**src/rtl/mdu_radix2_divider.sv**
```systemverilog
// mdu_radix2_divider
// Iterative restoring radix-2 divider serving MIPS DIV/DIVU. The responder
// side of the start/done mult-div handshake: a one-cycle start code in IDLE
// launches a fixed-latency divide (32 CALC steps plus one FIX step), and the
// result {HI=remainder, LO=quotient} is presented with done=1 until the next
// operation completes.
module mdu_radix2_divider #(
  parameter int WIDTH = 32
) (
  input  logic               clk,
  input  logic               resetn,
  input  logic [1:0]         div_op,
  input  logic [WIDTH-1:0]   dividend,
  input  logic [WIDTH-1:0]   divisor,
  output logic [2*WIDTH-1:0] result,
  output logic               done
);

  typedef enum logic [1:0] {
    ST_IDLE = 2'd0,
    ST_CALC = 2'd1,
    ST_FIX  = 2'd2
  } state_e;

  localparam int            CW       = $clog2(WIDTH);
  localparam logic [CW-1:0] CNT_LAST = CW'(WIDTH - 1);

  localparam logic [1:0] OP_SIGNED   = 2'b10;
  localparam logic [1:0] OP_UNSIGNED = 2'b01;

  // Architectural state
  state_e             state_q;
  logic [CW-1:0]      cnt_q;
  logic [WIDTH-1:0]   rem_q;      // partial remainder
  logic [WIDTH-1:0]   quo_q;      // shifts out |dividend|, shifts in quotient bits
  logic [WIDTH-1:0]   dsor_q;     // |divisor|
  logic               signed_q;
  logic               neg_a_q;    // signed mode and dividend was negative
  logic               neg_b_q;    // signed mode and divisor was negative
  logic               div0_q;
  logic [2*WIDTH-1:0] result_q;
  logic               done_q;

  // Start decode and operand magnitudes (used only on the start edge)
  logic             start_any;
  logic             start_signed;
  logic             neg_a_d;
  logic             neg_b_d;
  logic [WIDTH-1:0] abs_a_d;
  logic [WIDTH-1:0] abs_b_d;

  // One restoring step
  logic [WIDTH:0]   rem_shift_d;
  logic [WIDTH:0]   trial_d;
  logic [WIDTH-1:0] rem_step_d;
  logic [WIDTH-1:0] quo_step_d;

  // Final sign correction
  logic [WIDTH-1:0] quo_fix_d;
  logic [WIDTH-1:0] rem_fix_d;

  // Decode the start code and form operand magnitudes. In signed mode a
  // negative operand is two's-complement negated; 0x80000000 negates to
  // itself, which is exactly its magnitude when read as unsigned.
  always_comb begin
    // NOTE: every combinational output gets a default before any branch so no
    // path leaves it unassigned and no latch is inferred.
    start_signed = (div_op == OP_SIGNED);
    start_any    = (div_op == OP_SIGNED) || (div_op == OP_UNSIGNED);
    neg_a_d      = start_signed & dividend[WIDTH-1];
    neg_b_d      = start_signed & divisor[WIDTH-1];
    abs_a_d      = dividend;
    abs_b_d      = divisor;
    if (neg_a_d) abs_a_d = (~dividend) + WIDTH'(1);
    if (neg_b_d) abs_b_d = (~divisor) + WIDTH'(1);
  end

  // One iteration: shift {rem,quo} left, trial-subtract with a 33-bit compare,
  // keep the difference when non-negative, otherwise restore.
  // The extra top bit matters: the shifted remainder may exceed 2^WIDTH-1
  // while still being less than twice the divisor.
  always_comb begin
    rem_shift_d = {rem_q, quo_q[WIDTH-1]};
    trial_d     = rem_shift_d - {1'b0, dsor_q};
    rem_step_d  = rem_shift_d[WIDTH-1:0];
    quo_step_d  = {quo_q[WIDTH-2:0], 1'b0};
    if (!trial_d[WIDTH]) begin
      rem_step_d = trial_d[WIDTH-1:0];
      quo_step_d = {quo_q[WIDTH-2:0], 1'b1};
    end
  end

  // Sign correction applied in FIX. With a zero divisor every trial succeeds,
  // so the remainder ends as |dividend|; re-applying the dividend sign turns
  // it back into the raw dividend, and the quotient is forced to all ones.
  always_comb begin
    rem_fix_d = rem_q;
    quo_fix_d = quo_q;
    if (neg_a_q) rem_fix_d = (~rem_q) + WIDTH'(1);
    if (div0_q) begin
      quo_fix_d = '1;
    end else if (neg_a_q ^ neg_b_q) begin
      quo_fix_d = (~quo_q) + WIDTH'(1);
    end
  end

  // Control FSM and datapath registers: IDLE -> CALC (WIDTH steps) -> FIX -> IDLE
  always_ff @(posedge clk or negedge resetn) begin
    if (!resetn) begin
      // NOTE: non-blocking assignments throughout this block so every register
      // samples the pre-edge values of the others, independent of order.
      state_q  <= ST_IDLE;
      cnt_q    <= '0;
      rem_q    <= '0;
      quo_q    <= '0;
      dsor_q   <= '0;
      signed_q <= 1'b0;
      neg_a_q  <= 1'b0;
      neg_b_q  <= 1'b0;
      div0_q   <= 1'b0;
      result_q <= '0;
      done_q   <= 1'b1;
    end else begin
      unique case (state_q)
        ST_IDLE: begin
          if (start_any) begin
            signed_q <= start_signed;
            neg_a_q  <= neg_a_d;
            neg_b_q  <= neg_b_d;
            div0_q   <= (divisor == '0);
            rem_q    <= '0;
            quo_q    <= abs_a_d;
            dsor_q   <= abs_b_d;
            cnt_q    <= '0;
            done_q   <= 1'b0;
            state_q  <= ST_CALC;
          end
        end
        ST_CALC: begin
          rem_q <= rem_step_d;
          quo_q <= quo_step_d;
          cnt_q <= cnt_q + CW'(1);
          if (cnt_q == CNT_LAST) begin
            state_q <= ST_FIX;
          end
        end
        ST_FIX: begin
          result_q <= {rem_fix_d, quo_fix_d};
          done_q   <= 1'b1;
          state_q  <= ST_IDLE;
        end
        default: begin
          done_q  <= 1'b1;
          state_q <= ST_IDLE;
        end
      endcase
    end
  end

  assign result = result_q;
  assign done   = done_q;

endmodule

```
**config.mk**
```make
export PLATFORM = sky130hd
export DESIGN_NAME = mdu_radix2_divider
export DESIGN_NICKNAME = d
export VERILOG_FILES = /design/src/rtl/mdu_radix2_divider.sv
export SDC_FILE = /design/constraint.sdc
export NUM_CORES = 1
export LEC_CHECK = 0
export CORE_MARGIN = 2
export CORE_UTILIZATION = 48
export DETAILED_ROUTE_END_ITERATION = 16
export DONT_BUFFER_PORTS = 1
export PLACE_DENSITY_LB_ADDON = 0.2
export SLEW_MARGIN = 5
export SYNTH_ARGS = -nofsm -noshare
export SYNTH_HDL_FRONTEND = slang
export SYNTH_SLANG_ARGS = --single-unit
```
**constraint.sdc**
```tcl
create_clock -name clk -period 3.5 [get_ports clk]
set_input_delay 0.35 -clock clk [delete_from_list [all_inputs] [get_ports clk]]
set_output_delay 0.35 -clock clk [all_outputs]
set_load 0.05 [all_outputs]
```
=== After elaboration in Yosys (flattened, before gate mapping) ===
Cells that the tools add are included.

* Logic and storage cells: 57
* Bits of input ports: 68
* Register bits: 171
* Output and inout port bits: 65

* $add $sub $neg: 6
* Mux-type cells: 18
* Reductions and logical operators: 8
* Equal/unequal tests: 7
* Bitwise logic cells: 8

{| class="wikitable"
|+ Operators by type and width
! kind !! count
|-
| 32-bit 2-to-1 mux || 8
|-
| 32-bit by 1-bit adder with 32-bit output, second input constant || 4
|-
| 32-bit inverter || 4
|-
| 32-bit case mux with 2 select lines || 2
|-
| 33-bit by 32-bit subtractor with 33-bit output || 1
|-
| 32-bit logical NOT || 1
|-
| 5-bit case mux with 2 select lines || 1
|-
| 2-bit AND reduction || 4
|-
| 5-bit by 1-bit adder with 5-bit output, second input constant || 1
|-
| 5-bit == test, second input constant || 1
|-
| 5-bit 2-to-1 mux || 1
|-
| 2-bit by 1-bit == test with 1-bit output, second input constant || 2
|-
| 2-bit == test, second input constant || 2
|-
| 2-bit 2-to-1 mux || 2
|-
| 2-bit inequality test, second input constant || 2
|-
| 2-bit case mux with 2 select lines || 1
|-
| 1-bit bitwise AND || 2
|-
| 2-bit logical NOT || 1
|-
| 1-bit 2-to-1 mux || 2
|-
| 1-bit case mux with 2 select lines || 1
|-
| 2-bit nonzero test || 1
|-
| 1-bit logical OR || 1
|-
| 1-bit inverter || 1
|-
| 1-bit XOR || 1
|}

=== Depth between registers and ports, before layout ===
Gate-level depths: netlist of run 1.

* Word-level depth: 5
* Mapped depth: 13

=== Worst setup path before layout of run 1 ===
OpenSTA, ideal clock, no wires.

* Path kind: reg-to-reg
* Start point: register rem_q[24]
* End point: register rem_q[24]
* Setup slack: 0.382 ns
* Buffers on the path: 3
* Stages on the path, launching flop included: 13
* Required time: 3.431 ns
* Data arrival time: 3.049 ns
* Library setup time: 0.069 ns
* Period minus slack after synthesis: 3.118 ns
* Cells stage by stage: dfrtp_1 > ha_1 > clkbuf_1 > a21oi_1 > o21ai_0 > o41ai_1 > o21ai_0 > mux2i_1 > o41a_1 > clkbuf_1 > clkbuf_1 > o2111ai_1 > nand3_1

* Longest elaborated chain between the ends: 3

{| class="wikitable"
|+ Ends and longest elaborated chain
! item !! line !! source
|-
| from (decl) || 34 || <nowiki>logic [WIDTH-1:0] rem_q;</nowiki>
|-
| from (signal assigned) || 140 || <nowiki>rem_q <= rem_step_d;</nowiki>
|-
| 33-bit by 32-bit subtractor with 33-bit output || 84 || <nowiki>trial_d = rem_shift_d - {1'b0, dsor_q};</nowiki>
|-
| 32-bit 2-to-1 mux || 87 || <nowiki>if (!trial_d[WIDTH]) begin</nowiki>
|-
| 32-bit case mux with 2 select lines || 124 || <nowiki>unique case (state_q)</nowiki>
|}

Every way passes these cells.
A chain may end at the register's enable or synchronous reset.

=== Worst setup path after layout of run 1 ===
* Start point: register rem_q[20]
* End point: register rem_q[27]

Same word-level chain as after synthesis.

==> results of run 1 <==
## synthesized netlist by cell type (15+ instances only)
cell      instances
a21oi_1          83
o41ai_1          15
nor2_1           91
nor3_1           23
dfrtp_1         170
xor2_1           76
inv_1            54
o21ai_0         152
nand4_1          27
nand3_1          33
clkbuf_1         71
nand2_1         174
o31ai_1          21
ha_1             39
xnor2_1          63
a22oi_1          28
o211ai_1         31
## placed cells by master, fill, tap and decap left out, drive strengths merged, types with 27 or more instances in the layout
master  netlist  routed
inv          54      63
a22oi        28      28
nor2         91      91
nand3        33      33
xnor2        63      63
dfrtp       170     170
o21ai       156     156
o211ai       31      31
buf           9      41
xor2         76      76
nand2       174     174
a21oi        83      83
nand4        27      27
ha           39      39
## cell families (layout without fill, tap and decap cells)
| kind of cell | Yosys count | in the layout | synth area share [%] |
|---|---|---|---|
| flip-flops | 171 | 171 | 37.78 |
| multiplexers | 5 | 5 | 0.4418 |
| XOR/XNOR | 139 | 139 | 10.75 |
| AND/OR/NAND/NOR | 449 | 449 | 19.10 |
| buffers and inverters | 136 | 128 | 4.738 |
| adder cells (fa/ha/maj) | 40 | 40 | 4.484 |
| AO/OA/AOI/OAI | 411 | 411 | 22.71 |
## per-stage QoR
step	worst slack [ps]	hold slack, ps	cell area [um^2]	std cells
floorplan	381.6	54.41	11330	1351
global placement	311.1	59.98	11770	1629
detailed placement	217.2	63.45	11770	1629
CTS	192.5	-404.4	12380	1662
global route	1.974	-416.2	12380	1662
finish	170.2	-392.4	12380	1662
## sequential cells by signal (all words and copies together), names as in the netlist
register,flops
neg_b_q,1
neg_a_q,1
dsor_q,32
done,1
state_q,2
div0_q,1
result,64
rem_q,32
cnt_q,5
quo_q,32
## layer usage
metal / wire length (um) / part of all wire, % / vias to the layer above
li1: - / - / 4814
met1: 14710 / 50 / 4527
met2: 11900 / 41 / 316
met3: 2255 / 7.7 / 28
met4: 419 / 1.4 / 0
met5: 0 / 0 / -
## where the power goes
| part | switching (mW) | internal [mW] | total (mW) |
|---|---|---|---|
| Sequential | 1.42 | 2.77 | 4.19 |
| Combinational | 4.89 | 3.64 | 8.53 |
| Clock | 0.944 | 0.966 | 1.91 |
## worst register-to-register path, delay by kind of cell, from the launching register on
family,cells,cell delay (ps)
flip-flops,1,480
AND/OR/NAND/NOR,4,870
adder cells (fa/ha/maj),1,430
buffers and inverters,1,180
AO/OA/AOI/OAI,4,1280
## worst paths after layout
path	endpoint	from	slack (ps)	cells after the start
max	rem_q[27]$_DFFE_PN0P_	rem_q[20]$_DFFE_PN0P_	170	10
min	result[41]$_DFFE_PN0N_	resetn	-390	0
max reg2reg	rem_q[27]$_DFFE_PN0P_	rem_q[20]$_DFFE_PN0P_	170	10
min reg2reg	dsor_q[13]$_DFFE_PN0P_	dsor_q[13]$_DFFE_PN0P_	490	2
max in group asynchronous	done$_DFFE_PN1P_	resetn	3500	0
min in group clk	dsor_q[31]$_DFFE_PN0P_	divisor[31]	60	2
## cell type report
class | count | area (um^2) | area share, %
repair buffers | 42 | 355.3 | 2.871
flip-flops and latches | 171 | 4280 | 34.59
clock inverters | 15 | 168.9 | 1.365
well taps | 319 | 399.1 | 3.225
multi-input cells | 1044 | 6544 | 52.88
clock buffers | 17 | 425.4 | 3.437
inverters | 54 | 202.7 | 1.638
==> flow_summary.toml, run 1 <==
[global_routing]
busiest_layer = "met1"
track_usage_pct = 24.11
grt_pass1_wl_um = 47530
antenna_found_initial = 0
grt_use_met2_pct = 33.08
grt_overflow_total = 0
grt_start_max_net_pins = 172
grt_pass1_vias = 8970
met1_usage_pct = 37.90
met3_usage_pct = 5.146

[outcome]
status = "complete, but fails checks"
violations = "hold timing"

[detailed_routing]
drc = 0
avgRoutedWirePerCell_um = 17.62
wirelength_um = 29280
drt-pass1-iter-count = 6
via_per_inst = 5.827
route.vias.total = 9685
ant_nets = 0
drtIter0Drc = 972

[pwr]
power_leakage_nw = 5.148
ir_drop_mv = 0.4632
pwr_density_cell_nw_per_um2 = 1182
power_mw = 14.63

[logic_synthesis]
synth_area_leaders = "dfrtp_1, o21ai_0, xor2_1"
syn_nets = 1459
async_flop_share_pct = 100.0
syn_inst = 1351
synth_top_area_share_pct = 37.55
synth_edf_count = 0
synth-seq-cells = 171
synth.distinct_cells = 70
synth_largest_area_cell = "dfrtp_1"
ys.flop_type = "dfrtp_1"
ys_warn_count = 0
ys_seq_area_share_pct = 37.78
syn_avg_cell_area_um2 = 8.385
syn_area_um2 = 11330

[die]
die_w_um = 157.6
die_h_um = 157.6
rows = 56
io_pins = 133
die_area_um2 = 24850
start_util_pct = 48.55
core_area_um2 = 23330

[worst_setup_path]
setup.worst_path.class = "reg2reg"
crit_family = "compound AO/OA/AOI/OAI gates"
cp_data_arrival_time_ps = 3670
worstPathCellList = "ha_1 > and2_1 > nand2_1 > a211oi_1 > and2_1 > a211o_1 > o41a_1 > buf_12 > nand3_1 > o221ai_1"
crit_top_cell = "and2_1"
slowest_stage = "dfrtp_1"
worstPathRequired_ps = 3840
crit_path_max_fanout = 27
critPathCaptureType = "flop"
startpoint_type = "flop"
critical-path-max-stage-delay_ps = 480
critPathBufInv = 1

[cts]
cts_resized = 0
htree_levels = 4
clock-sinks = 171
post_cts_buffers = 0
cts_buffer_depth = 2
clkTransAtPathRegs_ps = 70
cts_buffers = 17
cts_root_buf = "clkbuf_16"
hold_buffers = 1
cts_tree = "yes"
clock_latency_ps = 440

[finish]
fin_nets = 1438
area_growth_pct = 9.244
insertedDiodeCount = 0
fin_util_pct = 53.04
layout-drive-gt1-share_pct = 7.595
num-fill-cells = 2191

[sta]
worstMarginPinSlew_ps = 1100
fmaxAchievable_mhz = 300.3
final.period_utilization_pct = 95.14
relSlewSlack_pct = 26.11
setup_tns_ps = 0
grt_setup_unrepaired = "no"
hold_ws_ps = -392.4
skew_ps = 10.77
period_needed_ps = 3330
slew_viol_final = 0
finalHoldViolCount = 171
setup_viol = 0

[placement]
hpwlAfterDp_um = 21510
place_congestion = 0.8897
portBuffers = 0

[worst_hold_path]
hp-class = "in2async"

[run]
maxCapViolations = 0
Note: power is estimated with default switching activity, not from simulation.
==> run 2, diff against run 1 <==
--- a/config.mk
+++ b/config.mk
@@ -5,6 +5,7 @@
 export SDC_FILE = /design/constraint.sdc
 export NUM_CORES = 1
 export LEC_CHECK = 0
+export ABC_CLOCK_PERIOD_IN_PS = 3500
 export CORE_MARGIN = 2
 export CORE_UTILIZATION = 48
 export DETAILED_ROUTE_END_ITERATION = 16
==> results of run 2 <==
The final DEF is identical to that of run 1; final timing and power are the same.
